===== src/rtl/weighted_rr_bus_arbiter.sv =====
// weighted_rr_bus_arbiter
// Transaction-level weighted round-robin arbiter for the shared snoop/memory bus.
// One requester at a time holds a registered one-hot grant until it reports done.
// A holder may keep the bus for up to weight[i] back-to-back transactions while
// others wait. After that the round-robin pointer moves past it.
// Optional feature: define ARB_TIMEOUT_EN to build a watchdog. The watchdog
// revokes a holder that goes TIMEOUT_CYCLES busy cycles without a done pulse.
module weighted_rr_bus_arbiter #(
    parameter int NUM_REQ        = 4,
    parameter int WEIGHT_W       = 4,
    parameter int TIMEOUT_CYCLES = 64
) (
    input  logic                          clk,
    input  logic                          rst,
    input  logic [NUM_REQ-1:0]            req,
    input  logic [NUM_REQ-1:0]            done,
    input  logic [NUM_REQ*WEIGHT_W-1:0]   weight,
    output logic [NUM_REQ-1:0]            grant,
    output logic [$clog2(NUM_REQ)-1:0]    grant_id,
    output logic                          busy,
    output logic                          timeout_err
);

    localparam int IDW = $clog2(NUM_REQ);

    typedef enum logic {IDLE, BUSY} state_t;

    state_t                state_q, state_n;
    logic [NUM_REQ-1:0]    grant_n;
    logic [IDW-1:0]        id_n;
    logic [IDW-1:0]        ptr_q, ptr_n;
    logic [WEIGHT_W-1:0]   cred_q, cred_n;
    logic [WEIGHT_W-1:0]   wt [NUM_REQ];
    logic                  release_h;
    logic [NUM_REQ-1:0]    masked;
    logic [IDW-1:0]        win;

    // A zero weight still allows one transaction per turn.
    function automatic logic [WEIGHT_W-1:0] eff_weight(input logic [WEIGHT_W-1:0] w);
        return (w == '0) ? WEIGHT_W'(1) : w;
    endfunction

    // First set request at or above p, wrapping modulo NUM_REQ.
    function automatic logic [IDW-1:0] arb_pick(input logic [NUM_REQ-1:0] r,
                                                input logic [IDW-1:0]     p);
        logic [IDW-1:0] pick;
        logic           hit;
        int             j;
        pick = '0;
        hit  = 1'b0;
        for (int k = 0; k < NUM_REQ; k++) begin
            j = int'(p) + k;
            if (j >= NUM_REQ) j = j - NUM_REQ;
            if (!hit && r[j]) begin
                hit  = 1'b1;
                pick = IDW'(j);
            end
        end
        return pick;
    endfunction

    // Unpack the weight bus into per-requester fields.
    for (genvar i = 0; i < NUM_REQ; i++) begin : g_wt
        assign wt[i] = weight[i*WEIGHT_W +: WEIGHT_W];
    end

    assign busy = (state_q == BUSY);

`ifdef ARB_TIMEOUT_EN
    localparam int WDW = $clog2(TIMEOUT_CYCLES + 1);

    logic [WDW-1:0] wd_q, wd_n;
    logic           wd_expired;
    logic           timeout_hit;
    logic           terr_n;

    // The current edge closes the last allowed busy cycle without a done.
    assign wd_expired = (wd_q == WDW'(TIMEOUT_CYCLES - 1));
`endif

    // Next-state, grant, credit and pointer decisions.
    always_comb begin
        state_n   = state_q;
        grant_n   = grant;
        id_n      = grant_id;
        ptr_n     = ptr_q;
        cred_n    = cred_q;
        release_h = 1'b0;
        masked    = '0;
        win       = '0;
`ifdef ARB_TIMEOUT_EN
        wd_n        = wd_q;
        timeout_hit = 1'b0;
        terr_n      = 1'b0;
`endif
        case (state_q)
            IDLE: begin
                if (|req) begin
                    win     = arb_pick(req, ptr_q);
                    state_n = BUSY;
                    grant_n = NUM_REQ'(1) << win;
                    id_n    = win;
                    cred_n  = eff_weight(wt[win]);
`ifdef ARB_TIMEOUT_EN
                    wd_n    = '0;
`endif
                end
            end
            BUSY: begin
`ifdef ARB_TIMEOUT_EN
                wd_n = wd_q + 1'b1;
`endif
                if (!req[grant_id]) begin
                    // Holder withdrew its request: give the bus up now.
                    release_h = 1'b1;
                end else if (done[grant_id]) begin
`ifdef ARB_TIMEOUT_EN
                    wd_n = '0;
`endif
                    if (cred_q > WEIGHT_W'(1)) begin
                        cred_n = cred_q - 1'b1;
                    end else if (|(req & ~grant)) begin
                        release_h = 1'b1;
                    end else begin
                        // Nobody else waiting: start a fresh quota.
                        cred_n = eff_weight(wt[grant_id]);
                    end
                end
`ifdef ARB_TIMEOUT_EN
                else if (wd_expired) begin
                    release_h   = 1'b1;
                    timeout_hit = 1'b1;
                end
`endif
                if (release_h) begin
                    ptr_n  = (int'(grant_id) == NUM_REQ - 1) ? '0 : grant_id + 1'b1;
                    masked = req & ~grant;
`ifdef ARB_TIMEOUT_EN
                    wd_n   = '0;
                    terr_n = timeout_hit;
`endif
                    if (|masked) begin
                        // Hand over directly, no idle bubble.
                        win     = arb_pick(masked, ptr_n);
                        grant_n = NUM_REQ'(1) << win;
                        id_n    = win;
                        cred_n  = eff_weight(wt[win]);
                    end else begin
                        state_n = IDLE;
                        grant_n = '0;
                        id_n    = '0;
                        cred_n  = '0;
                    end
                end
            end
        endcase
    end

    // Arbiter state registers.
    always_ff @(posedge clk or posedge rst) begin
        if (rst) begin
            state_q  <= IDLE;
            grant    <= '0;
            grant_id <= '0;
            ptr_q    <= '0;
            cred_q   <= '0;
        end else begin
            state_q  <= state_n;
            grant    <= grant_n;
            grant_id <= id_n;
            ptr_q    <= ptr_n;
            cred_q   <= cred_n;
        end
    end

`ifdef ARB_TIMEOUT_EN
    // Watchdog counter and the one-cycle revoke flag.
    always_ff @(posedge clk or posedge rst) begin
        if (rst) begin
            wd_q        <= '0;
            timeout_err <= 1'b0;
        end else begin
            wd_q        <= wd_n;
            timeout_err <= terr_n;
        end
    end
`else
    assign timeout_err = 1'b0;
`endif

endmodule


===== config.mk =====
export PLATFORM = sky130hd
export DESIGN_NAME = weighted_rr_bus_arbiter
export DESIGN_NICKNAME = d
export VERILOG_FILES = /design/src/rtl/weighted_rr_bus_arbiter.sv
export SDC_FILE = /design/constraint.sdc
export NUM_CORES = 1
export LEC_CHECK = 0
export ABC_AREA = 1
export BUFFER_PORTS_ARGS = -buffer_cell sky130_fd_sc_hd__buf_4
export CAP_MARGIN = 10
export CORE_MARGIN = 3
export CORE_UTILIZATION = 51
export CTS_BUF_LIST = sky130_fd_sc_hd__clkbuf_16
export CTS_CLUSTER_DIAMETER = 80
export DETAILED_ROUTE_END_ITERATION = 8
export PLACE_DENSITY = 0.74
export RECOVER_POWER = 25
export SETUP_SLACK_MARGIN = 0.3
export SKIP_LAST_GASP = 1
export SYNTH_ARGS = -nofsm -noshare
export SYNTH_HDL_FRONTEND = slang
export SYNTH_SLANG_ARGS = --single-unit

===== constraint.sdc =====
create_clock -name clk -period 6.55 [get_ports clk]
set_input_delay 0.3275 -clock clk [delete_from_list [all_inputs] [get_ports clk]]
set_output_delay 0.3275 -clock clk [all_outputs]
set_load 0.02 [all_outputs]

# ---- After elaboration in Yosys (flattened, before gate mapping)
# Cells that the tools add are included.
dict set report word_totals {
  regBits 13
  in_bits 26
}
dict set report classes {
  addsub 16
  order_cmp 21
  n_eq_ne 6
  shifts 2
  n_mux 127
  n_bitwise 6
  n_reduce_logical 20
}
# op n
set ops {}
lappend ops {{32-bit two-way mux} 28}
lappend ops {{32-bit by 4-bit < comparator with 1-bit output, second input constant} 8}
lappend ops {{4-bit two-way mux} 19}
lappend ops {{1-bit two-way mux} 46}
lappend ops {{2-bit two-way mux} 17}
lappend ops {{3-bit greater-or-equal comparator, second input constant} 9}
lappend ops {{4-bit binary-select mux with 2-bit select} 3}
lappend ops {{3-bit by 3-bit subtractor with 4-bit output, second input constant} 6}
lappend ops {{1-bit binary-select mux with 2-bit select} 10}
lappend ops {{4-bit one-hot mux with 2 select lines} 2}
lappend ops {{2-bit by 2-bit adder with 3-bit output, second input constant} 4}
lappend ops {{4-bit zero test} 3}
lappend ops {{2-bit inverter with 3-bit output} 3}
lappend ops {{4-bit OR reduction} 2}
lappend ops {{1-bit by 2-bit << shifter with 4-bit output, first input constant} 2}
lappend ops {{2-bit by 3-bit subtractor with 4-bit output, second input constant} 2}
lappend ops {{2-bit by 1-bit adder with 3-bit output, second input constant} 2}
lappend ops {{2-bit by 3-bit greater-or-equal comparator with 1-bit output, second input constant} 2}
lappend ops {{1-bit logical AND} 6}
lappend ops {{1-bit zero test} 6}
lappend ops {{3-bit by 1-bit inequality test with 1-bit output, second input constant} 2}
lappend ops {{4-bit AND} 1}
lappend ops {{4-bit by 1-bit > comparator with 1-bit output, second input constant} 1}
lappend ops {{4-bit by 3-bit inequality test with 1-bit output, second input constant} 1}
lappend ops {{12 further kinds} 13}

# ---- Depth between registers and ports, before layout
# Gate-level depths: netlist of the first run.
dict set report depth {
  word_depth 44
  depth_mapped 23
  mapped_depth_nobuf 21
}

# ---- Worst setup path before layout of the first run
# OpenSTA, ideal clock, no wires.
dict set report synth_path {
  kind {flip-flop to flip-flop}
  startpoint {reg grant_id[1]}
  endpoint {reg cred_q[0]}
  arrival_ps 2342
  required_time_ps 6477
  setup_slack_ps 4135
  path_stages_with_launch 21
  n_path_buf 1
  cell_sequence {dfrtp_1 ha_1 inv_1 nand2_1 nand2_1 nand2_1 nand2_1 nor2_2 nand4_2 nand2_2 buf_6 nand2_1 nand3_1 nand2_1 inv_1 nand3_1 nand2_1 nand2_1 nand2_1 nand2_1 a21oi_2}
}
dict set report synth_between {
  elab_chain_cells 41
  word_cells_on_any_way 97
  classes_between {8 x add/sub; 4 x order compare; 4 x eq/ne; 70 x mux; 2 x bitwise; 9 x reduce/logical}
}
# item line_no
set synth_rtl {}
lappend synth_rtl {{start: declaration} 19} ;# output logic [$clog2(NUM_REQ)-1:0] grant_id,
lappend synth_rtl {{start signal: assignment} 170} ;# grant_id <= id_n;
lappend synth_rtl {{2-bit by 1-bit adder with 2-bit output / 2-bit by 1-bit equality test with 1-bit output (equally long branches)} 136} ;# ptr_n = (int'(grant_id) == NUM_REQ - 1) ? '0 : grant_id + 1'b1;
lappend synth_rtl {{2-bit two-way mux} 136}
lappend synth_rtl {{2-bit by 3-bit subtractor with 4-bit output / 2-bit by 3-bit greater-or-equal comparator with 1-bit output (equally long branches)} 53} ;# if (j >= NUM_REQ) j = j - NUM_REQ;
lappend synth_rtl {{32-bit two-way mux} 53}
lappend synth_rtl {{32-bit two-way mux} 142} ;# if (|masked) begin
lappend synth_rtl {{32-bit two-way mux} 135} ;# if (release_h) begin
lappend synth_rtl {{32-bit two-way mux} 96} ;# case (state_q)
lappend synth_rtl {{1-bit binary-select mux with 2-bit select} 54} ;# if (!hit && r[j]) begin
lappend synth_rtl {{[24 not listed]} --}
lappend synth_rtl {{2-bit inverter with 3-bit output (implied by the code)} 147} ;# cred_n = eff_weight(wt[win]);
lappend synth_rtl {{4-bit binary-select mux with 2-bit select} 147}
lappend synth_rtl {{4-bit two-way mux (implied by the code) (2 in series)} 147}
lappend synth_rtl {{4-bit zero test} 40} ;# return (w == '0) ? WEIGHT_W'(1) : w;
lappend synth_rtl {{4-bit two-way mux} 40}
lappend synth_rtl {{4-bit two-way mux} 142}
lappend synth_rtl {{4-bit two-way mux} 135}
lappend synth_rtl {{4-bit one-hot mux with 2 select lines} 96}
lappend synth_rtl {{end signal: assignment} 172} ;# cred_q <= cred_n;
lappend synth_rtl {{end: declaration} 32} ;# logic [WEIGHT_W-1:0] cred_q, cred_n;
# Parallel ways exist; a longest one is shown, timed or not. The select of a mux whose other input is x is not followed.
# A chain may end at the register's enable or synchronous reset.

# ---- Worst setup path after layout of the first run
dict set report layout_path {
  startpoint {reg grant_id[0]}
  endpoint {reg cred_q[0]}
}
# The elaborated chain is that of the path after synthesis.

==> results of run 1 <==
## metrics by stage
step                worst slack, ns  hold slack, ns  utilization, %  cell area, sq um
floorplan                      4.13           0.204               -              1790
global placement               3.69           0.386            63.0              2020
detailed placement             3.70           0.399            63.0              2020
CTS                            3.68           0.138            65.5              2100
global route                   3.29           0.179            65.5              2100
finish                         3.62           0.130            65.5              2100
## cells in the mapped netlist
cell type	n	area share, %
sky130_fd_sc_hd__buf_6	2	1.3
sky130_fd_sc_hd__nor2_1	26	5.5
sky130_fd_sc_hd__clkinv_1	1	0.21
sky130_fd_sc_hd__buf_2	2	0.56
sky130_fd_sc_hd__a21oi_1	7	2.0
sky130_fd_sc_hd__dfrtp_1	13	18
sky130_fd_sc_hd__buf_4	3	1.3
sky130_fd_sc_hd__nand2_1	124	26
sky130_fd_sc_hd__ha_1	3	2.1
sky130_fd_sc_hd__mux2i_1	1	0.56
sky130_fd_sc_hd__nand3b_1	1	0.42
sky130_fd_sc_hd__conb_1	1	0.21
sky130_fd_sc_hd__a22o_1	1	0.49
sky130_fd_sc_hd__xnor2_1	1	0.49
sky130_fd_sc_hd__xor2_1	2	0.98
sky130_fd_sc_hd__o22ai_1	2	0.70
sky130_fd_sc_hd__nand3_1	31	8.7
sky130_fd_sc_hd__nor2_2	3	1.1
sky130_fd_sc_hd__nand4_2	1	0.70
sky130_fd_sc_hd__nand3_2	1	0.56
sky130_fd_sc_hd__a32o_1	1	0.56
sky130_fd_sc_hd__o211ai_1	5	2.1
sky130_fd_sc_hd__o21ai_0	32	9.0
sky130_fd_sc_hd__o21ai_1	1	0.28
sky130_fd_sc_hd__nor3_1	3	0.84
sky130_fd_sc_hd__nand2_2	5	1.8
sky130_fd_sc_hd__nor4_1	4	1.4
sky130_fd_sc_hd__o31ai_1	2	0.84
sky130_fd_sc_hd__inv_1	38	8.0
sky130_fd_sc_hd__clkbuf_1	2	0.42
sky130_fd_sc_hd__inv_2	3	0.63
sky130_fd_sc_hd__a31oi_1	5	1.8
sky130_fd_sc_hd__a21oi_2	1	0.49
## critical path, stage by stage (launching register included)
cell	delay (ns)
sky130_fd_sc_hd__dfrtp_1	0.66
sky130_fd_sc_hd__ha_1	0.39
sky130_fd_sc_hd__inv_1	0.22
sky130_fd_sc_hd__nand2_1	0.08
sky130_fd_sc_hd__nand2_1	0.10
sky130_fd_sc_hd__nand2_1	0.07
sky130_fd_sc_hd__nand2_1	0.11
sky130_fd_sc_hd__nand2_1	0.06
sky130_fd_sc_hd__nand2_1	0.06
sky130_fd_sc_hd__nand3_2	0.16
sky130_fd_sc_hd__nand2_2	0.25
sky130_fd_sc_hd__nand2_1	0.08
sky130_fd_sc_hd__nand3_1	0.08
sky130_fd_sc_hd__nand2_1	0.08
sky130_fd_sc_hd__inv_1	0.06
sky130_fd_sc_hd__nand3_1	0.06
sky130_fd_sc_hd__nand2_1	0.06
sky130_fd_sc_hd__nand2_1	0.05
sky130_fd_sc_hd__nand2_1	0.06
sky130_fd_sc_hd__nand2_1	0.05
sky130_fd_sc_hd__a21oi_2	0.11
## per-layer routing
metal	global-route usage, %	wire length [um]	part of all wire, %	up-vias
met4	8.03	57	1.1	0
li1	-	-	-	1116
met5	0	0	0	-
met3	2.91	329	6.4	6
met2	39.4	2330	45	91
met1	37.3	2440	47	955
## logic make-up (layout without fill, tap and decap cells)
kind of cell | after synthesis | in the layout | synth area share [%]
buffers and inverters | 51 | 78 | 12.3
DFF | 13 | 13 | 18.2
adders and majority gates | 3 | 3 | 2.10
and+or+nand+nor | 199 | 199 | 47.0
xor gates and xnor gates | 3 | 3 | 1.47
AOI/OAI and AO/OA | 57 | 57 | 18.1
other | 1 | 1 | 0.210
muxes | 1 | 1 | 0.561
## registers in the layout, indices dropped and copies added (netlist names)
| register | cells |
|---|---|
| busy | 1 |
| ptr_q | 2 |
| grant_id | 2 |
| cred_q | 4 |
| grant | 4 |
## layout by cell type (no fill, tap or decap), drive strengths merged, types with 2 or more instances in the layout
| cell type | count |
|---|---|
| a21oi | 8 |
| a31oi | 5 |
| buf | 31 |
| clkbuf | 4 |
| dfrtp | 13 |
| ha | 3 |
| inv | 42 |
| nand2 | 129 |
| nand3 | 32 |
| nor2 | 29 |
| nor3 | 3 |
| nor4 | 4 |
| o211ai | 5 |
| o21ai | 33 |
| o22ai | 2 |
| o31ai | 2 |
| xor2 | 2 |
## area by class of cell
cell class,instances,area [sq um],share of cell area [%]
well taps,44,55.1,2.63
repair buffers,32,240,11.5
clock buffers,3,75.1,3.58
flip-flops and latches,13,325,15.5
inverters,42,158,7.52
multi-input cells,264,1240,59.1
clock inverters,1,3.75,0.179
## path summary, 6_finish.rpt
path	startpoint	to
max in group asynchronous	rst	grant_id[0]$_DFFE_PP0P_
setup / recovery	grant_id[0]$_DFFE_PP0P_	cred_q[0]$_DFFE_PP0P_
hold reg to reg	cred_q[0]$_DFFE_PP0P_	cred_q[0]$_DFFE_PP0P_
min in group clk	req[2]	busy$_DFF_PP0_
setup reg to reg	grant_id[0]$_DFFE_PP0P_	cred_q[0]$_DFFE_PP0P_
hold / removal	rst	cred_q[2]$_DFFE_PP0P_
==> impl.org, run 1 <==
** Run status
- The flow ran to the end, and the final reports show no timing, DRC or antenna violations.

** GRT
- Global routing used 25.6% of the available tracks across all layers.
- Vias in the first global route :: 1,855
- Entering global routing, the biggest net connects 17 pins.
- Number of antenna violations at the first check in global routing :: 0
- The first global-routing pass estimated 8580 um of wire.
- Summed over all layers, the global routing overflow is 0.

** STA
- Maximum clock frequency :: 341 MHz
- Setup violations remaining at the end of the flow were counted as 0.
- Fin Clk Skew :: 0.00211 ns
- The count of pins over their slew limit came to 0.
- Final hold violation count :: 0
- Setup repair after global routing left no endpoint under its margin.
- For the pin with the worst max-slew slack, the measured transition is 1.02 ns.
- Summed negative setup slack over all endpoints :: 0 ns
- After layout, the worst path uses 44.8% of the clock period.
- Final period demand of the worst path :: 2.93 ns
- Rel. slew slack :: 31.1%

** Floorplan
- Count of standard-cell rows :: 20
- During I/O placement, the number of pins put on the boundary was 34.
- The floorplan step set the die width to 65.2 um.
- Starting utilization of the core area :: 55.7%
- Die ar. :: 4250 sq um
- Floorplan die height :: 65.2 um
- The region available for standard cell placement spans 3200 sq um.

** Logic synthesis
- Synth warn :: 0
- Counting every net in the synthesized netlist gives 357.
- Of the synthesized area, sequential elements account for 18.2%.
- Flip-flop and latch count after synthesis :: 13
- Post-synthesis cell type count :: 33
- In the synthesized netlist, the number of instances is 328.
- Syn_area_per_cell :: 5.44 sq um
- Netlist area before placement :: 1790 sq um

** Clock tree
- Clock tree from TritonCTS :: built
- H-tree depth reported by CTS :: 1
- The root buffer cell chosen for the clock tree is sky130_fd_sc_hd__clkbuf_16.
- In this run the deepest clock path goes through 2 buffers.
- Clock net sink count :: 13
- In this run, CTS created clock tree buffers numbering 3.
- Hold bufs inserted after CTS :: 0
- Post-cts gate resize count :: 0
- The number of setup buffers added after CTS is 0.
- After clock tree synthesis, the clock-pin slew on the worst setup and hold paths is 0.04 ns.
- Worst-Skew Late Latency :: 0.24 ns

** Setup path
- Required time worst endpoint :: 6.72 ns
- For the worst flop-to-flop path, the logic depth is 20.
- The critical path in this run is classified as register to register.
- STA classifies the critical path endpoint as a register.
- Across all register-to-register paths, the minimum setup slack is 3.62 ns.
- Of all nets on the critical path, the largest fanout is 14.
- CP Launch Type :: register
- Data arrival time of the critical path :: 3.10 ns

** Finish
- Area overhead of the layout relative to synthesis :: 17.4%
- Antenna cell count :: 0
- Once layout is complete, the cells apart from fillers number 399.
- Cells with a size suffix above 1 make up 13.8% of the layout.
- NumNets Final :: 385
- Fill cells :: 339

** Route
- Drc violations :: 0
- Across all layers, the routed design uses 2,168 vias.
- After detailed routing, the average wire length per cell comes to 12.9 um.
- Number of violations reported at the end of detailed-routing iteration 0 :: 150
- WL final :: 5160 um
- Using the TritonRoute via totals, the vias-per-cell ratio works out to 5.43.
- The first detailed-routing pass took 5 iterations.
- Final ANT Viol Nets :: 0

** Place
- In this run the tool buffered the top-level ports with 32 buffer cells.
- Final weighted congestion in routability-driven placement :: 0.984
- After detailed placement, the design holds a cell count of 395.
- Once detailed placement completed, the half-perimeter wirelength came to 4010 um.

** Hold path
- In this run the worst hold path is classified as primary input to asynchronous set/reset pin.

** Job
- Max-cap viol count :: 0
Power of run 1 is not shown: default switching activity piles up to over one toggle a cycle in this logic, so the estimate is an artifact.
==> run 2, diff against run 1 <==
--- a/config.mk
+++ b/config.mk
@@ -5,15 +5,15 @@
 export SDC_FILE = /design/constraint.sdc
 export NUM_CORES = 1
 export LEC_CHECK = 0
-export ABC_AREA = 1
+export ABC_AREA = 0
 export BUFFER_PORTS_ARGS = -buffer_cell sky130_fd_sc_hd__buf_4
 export CAP_MARGIN = 10
 export CORE_MARGIN = 3
-export CORE_UTILIZATION = 51
+export CORE_UTILIZATION = 49
 export CTS_BUF_LIST = sky130_fd_sc_hd__clkbuf_16
 export CTS_CLUSTER_DIAMETER = 80
 export DETAILED_ROUTE_END_ITERATION = 8
-export PLACE_DENSITY = 0.74
+export PLACE_DENSITY = 0.76
 export RECOVER_POWER = 25
 export SETUP_SLACK_MARGIN = 0.3
 export SKIP_LAST_GASP = 1
==> constraint.sdc (replaced) <==
create_clock -name clk -period 2.6 [get_ports clk]
set_input_delay 0.13 -clock clk [delete_from_list [all_inputs] [get_ports clk]]
set_output_delay 0.13 -clock clk [all_outputs]
set_load 0.02 [all_outputs]
==> impl.org, run 2 <==
** Logic synthesis
- The sequential cell area fraction in the yosys report is 21.4% (+3.2 points).
- Cell count after synthesis :: 172 (-48%)
- The portion of synthesized cell area occupied by the leading cell type is 21.4% (-4.7 points).
- Number of enable-type register cells in the synthesized netlist :: 0 (unchanged)
- The synthesized netlist net count was 201 (-44%).
- The synthesized cell area is 1520 sq um (-15%).
- The count of synthesis-stage warnings from yosys is 0 (unchanged).
- Of all cell types, the one taking the most synthesized area is sky130_fd_sc_hd__dfrtp_1.
- Top cells by count, synth :: sky130_fd_sc_hd__nor2_1, sky130_fd_sc_hd__a21oi_1, sky130_fd_sc_hd__dfrtp_1, sky130_fd_sc_hd__nand2_1, sky130_fd_sc_hd__inv_1
- Yosys instantiated no cell more often than sky130_fd_sc_hd__nor2_1.
- The mean area per synthesized cell came to 8.84 sq um (+62%).
- Biggest area contributors in the synthesized netlist :: sky130_fd_sc_hd__dfrtp_1, sky130_fd_sc_hd__mux4_2, sky130_fd_sc_hd__mux2i_1, sky130_fd_sc_hd__a21oi_1, sky130_fd_sc_hd__mux2_2
- Flip-flop and latch count after synthesis :: 13 (unchanged)
- Async set-reset flop share out of synthesis :: 100% (unchanged)
- Main synth FF type :: sky130_fd_sc_hd__dfrtp_1
- Post-synthesis cell type count :: 55 (+67%)

** Power and ir drop
- The design draws 0.00332 W.
- Summed over all cells, the static leakage comes to 0.883 nW.
- Across the VDD grid, the largest voltage drop is 0.000773 V.
- Total power density per cell area :: 1610 nW/um^2

** Floorplan
- The area inside the core boundary was 2850 sq um (-11%).
- The floorplan row count is 19 (-5.0%).
- The vertical die dimension is 61.7 um (-5.3%).
- DIE WIDTH :: 61.7 um (-5.3%)
- I/O pins :: 34 (unchanged)
- The area of the die was 3810 sq um (-10%).
- The effective utilization at floorplan was 53.3% (-2.5 points).

** Setup path
- CP Launch Type :: register
- Required time worst endpoint :: 2.75 ns (-3.97 ns)
- By startpoint and endpoint, the worst setup path is classified as register to register.
- Kind of end point of the critical path :: register
- The signal on the critical path passes through buf_4 -> mux4_2 -> nor3_1 -> nor3_1 -> o311ai_1 -> a31oi_1 -> o41a_1 -> a221oi_2.
- The worst reg-to-reg setup slack was 0.24 ns (-3.37 ns).
- The maximum cell stage delay along the critical path is 0.55 ns (-0.11 ns).
- The critical path data arrival time was 2.51 ns (-0.59 ns).
- The critical-path maximum fanout is 7 (-7).
- By instance count, the cell type seen most on the critical path is sky130_fd_sc_hd__nor3_1.
- The slowest stage of the critical path is the sky130_fd_sc_hd__mux4_2 cell.

** Job
- The count of maximum capacitance violations was 0 (unchanged).

** Clock tree
- The root buffer cell chosen for the clock tree is sky130_fd_sc_hd__clkbuf_16.
- Clock net sink count :: 13 (unchanged)
- The total number of H-tree levels is 1 (unchanged).
- TritonCTS Buffers :: 3 (unchanged)
- The clock latency on the worst-skew pair was 0.25 ns (about the same).
- Clock tree from TritonCTS :: built
- Clock transition at the registers of the reported paths :: 0.05 ns (about the same)
- The number of buffers on the longest clock path is 2 (unchanged).

** STA
- The final cycle utilization of the critical path is 90.6% (+46 points).
- The count of pins over their slew limit was 0 (unchanged).
- The worst max-slew margin expressed relative to the limit was 59.2% (+28 points).
- Fin Clk Skew :: 0.00157 ns (-0.000548 ns)
- The transition time at the pin with the least slew margin was 0.607 ns (-0.415 ns).
- Final hold violation count :: 0 (unchanged)
- Final setup violation count :: 0 (unchanged)
- Setup repair after global routing could not meet its margin everywhere.
- Summed negative setup slack over all endpoints :: 0 ns (unchanged)
- Final period demand of the worst path :: 2.36 ns (-0.577 ns)
- Final worst slack :: 0.244 ns (-3.37 ns)
- Maximum clock frequency :: 424 MHz (+24%)

** GRT
- The overall routing resource usage came to 27.5% (+1.9 points).
- Largest net degree at the start of global routing :: 16 (-1)
- The total congestion overflow was 0 (unchanged).
- The global-route wire length before repair was 7600 um (-11%).
- GR Layer Usage met1 :: 37.1% (-0.15 points)
- Vias in the first global route :: 1,565 (-16%)
- Met2 global-route usage :: 44.1% (+4.7 points)
- Busiest layer in global routing :: met2
- The met3 track demand over resource came to 5.79% (+2.9 points).
- Number of antenna violations at the first check in global routing :: 0 (unchanged)

** Finish
- NumNets Final :: 252 (-35%)
- The fraction of final layout cells sized beyond drive strength 1 came to 42.3% (+29 points).
- Regs by FF count :: cred_q: 4 flops, grant: 4 flops
- The final instance area was 2060 sq um (-1.9%).
- Commonest non-fill, non-tap cells in the layout :: sky130_fd_sc_hd__buf_4, sky130_fd_sc_hd__nor2_1, sky130_fd_sc_hd__nand2_1
- The count of non-filler cells in the finished layout came to 253 (-37%).
- Leading cell type in the layout, fill and taps excluded :: sky130_fd_sc_hd__buf_4
- The area growth from synthesis to layout is 35.3%.
- The number of diodes was 0 (unchanged).

** Run status
- The flow ran to the end, and the final reports show no timing, DRC or antenna violations.

** Place
- Post-place instance area :: 1780 sq um (-12%)
- Number of cells after detailed placement :: 229 (-42%)
- The worst slack after detailed placement came to 0.174 ns (-3.52 ns).
- Input/output buffers :: 32 (unchanged)
- Post-DP HPWL :: 3460 um (-14%)
- Final weighted congestion in routability-driven placement :: 0.890 (-9.6%)

** Route
- Final ANT Viol Nets :: 0 (unchanged)
- Number of detailed-routing iterations run before antenna repair :: 5 (unchanged)
- WL final :: 5110 um (-0.81%)
- The post-detailed-route wirelength per cell came to 20.2 um (+56%).
- The number of vias per cell after detailed routing is 7.03 (+29%).
- Drc violations :: 0 (unchanged)
- Number of violations reported at the end of detailed-routing iteration 0 :: 145 (-3.3%)
- The count of vias placed by the detailed router is 1,778 (-18%).

** Hold path
- The path class of the tightest hold or removal check is primary input to register.
run 2: cell count changes after synthesis, sizes merged, moves of 6 or more:
| cell | change |
|---|---|
| nand2 | -116 |
| o21ai | -26 |
| nand3 | -27 |
| a21oi | +7 |
| mux4 | +6 |
| mux2i | +8 |
| inv | -29 |
| nor2 | -14 |
run 2: cells by family after synthesis:
kind of cell | after synthesis | share of synthesized area (%)
simple gates | 52 | 17.0
compound gates | 62 | 32.6
other cells | 1 | 0.247
mux | 20 | 18.5
flops | 13 | 21.4
fa+ha+maj | 3 | 2.47
buf+inv | 21 | 7.74
run 2: final timing paths:
| check | depth (start not counted) | start | end |
|---|---|---|---|
| min in group asynchronous | 3 | rst | busy$_DFF_PP0_ |
| max in group asynchronous | 3 | rst | grant_id[0]$_DFFE_PP0P_ |
| hold / removal | 3 | req[2] | busy$_DFF_PP0_ |
| setup reg to reg | 8 | grant_id[1]$_DFFE_PP0P_ | cred_q[0]$_DFFE_PP0P_ |
| hold reg to reg | 1 | grant[3]$_DFFE_PP0P_ | grant[3]$_DFFE_PP0P_ |
| setup / recovery | 8 | grant_id[1]$_DFFE_PP0P_ | cred_q[0]$_DFFE_PP0P_ |
run 2: timing repair:
action | in CTS | in global routing
setup buffers | 11 | 8
hold buffers | 1 | 0
resized for setup | 7 | 9
endpoints found under the setup margin | 4 | 4
hold endpoints to repair | 13 | 0
pin swaps | 5 | 9
run 2: layout make-up:
cell class / instances / area, sq um
flip-flops and latches: 13 / 328
clock buffers: 3 / 75.1
inverters: 13 / 48.8
repair buffers: 54 / 397
multi-input cells: 138 / 1170
clock inverters: 1 / 3.75
well taps: 31 / 38.8
fillers: 205 / 796
run 2: per-layer routing:
layer / share of wire (%) / vias up
met5: 0 / -
met4: 3.2 / 0
met3: 11 / 26
met2: 47 / 147
met1: 38 / 837
li1: - / 768
run 2: through the flow:
step                util, %  hold WS (ns)
finish                 72.1         0.232
global route           72.1         0.262
CTS                    69.1         0.228
detailed placement     62.4         0.218
global placement       62.4         0.208
floorplan                 -       0.00682
run 2: worst max-delay path, delay by kind of cell (launching register included):
kind	cells	cell delay, ns
compound gates	4	0.83
mux	1	0.55
flops	1	0.45
simple gates	2	0.27
buf+inv	1	0.16
run 2: where the power goes:
| group | internal [W] | switching [W] | leakage (nW) | total [W] |
|---|---|---|---|---|
| Clock | 0.000204 | 0.0000930 | 0.0423 | 0.000297 |
| Sequential | 0.000319 | 0.000158 | 0.152 | 0.000477 |
| Combinational | 0.00120 | 0.00135 | 0.689 | 0.00254 |
| Total | 0.00172 | 0.00160 | 0.883 | 0.00332 |
No activity file was read; power rests on OpenSTA's default activity.
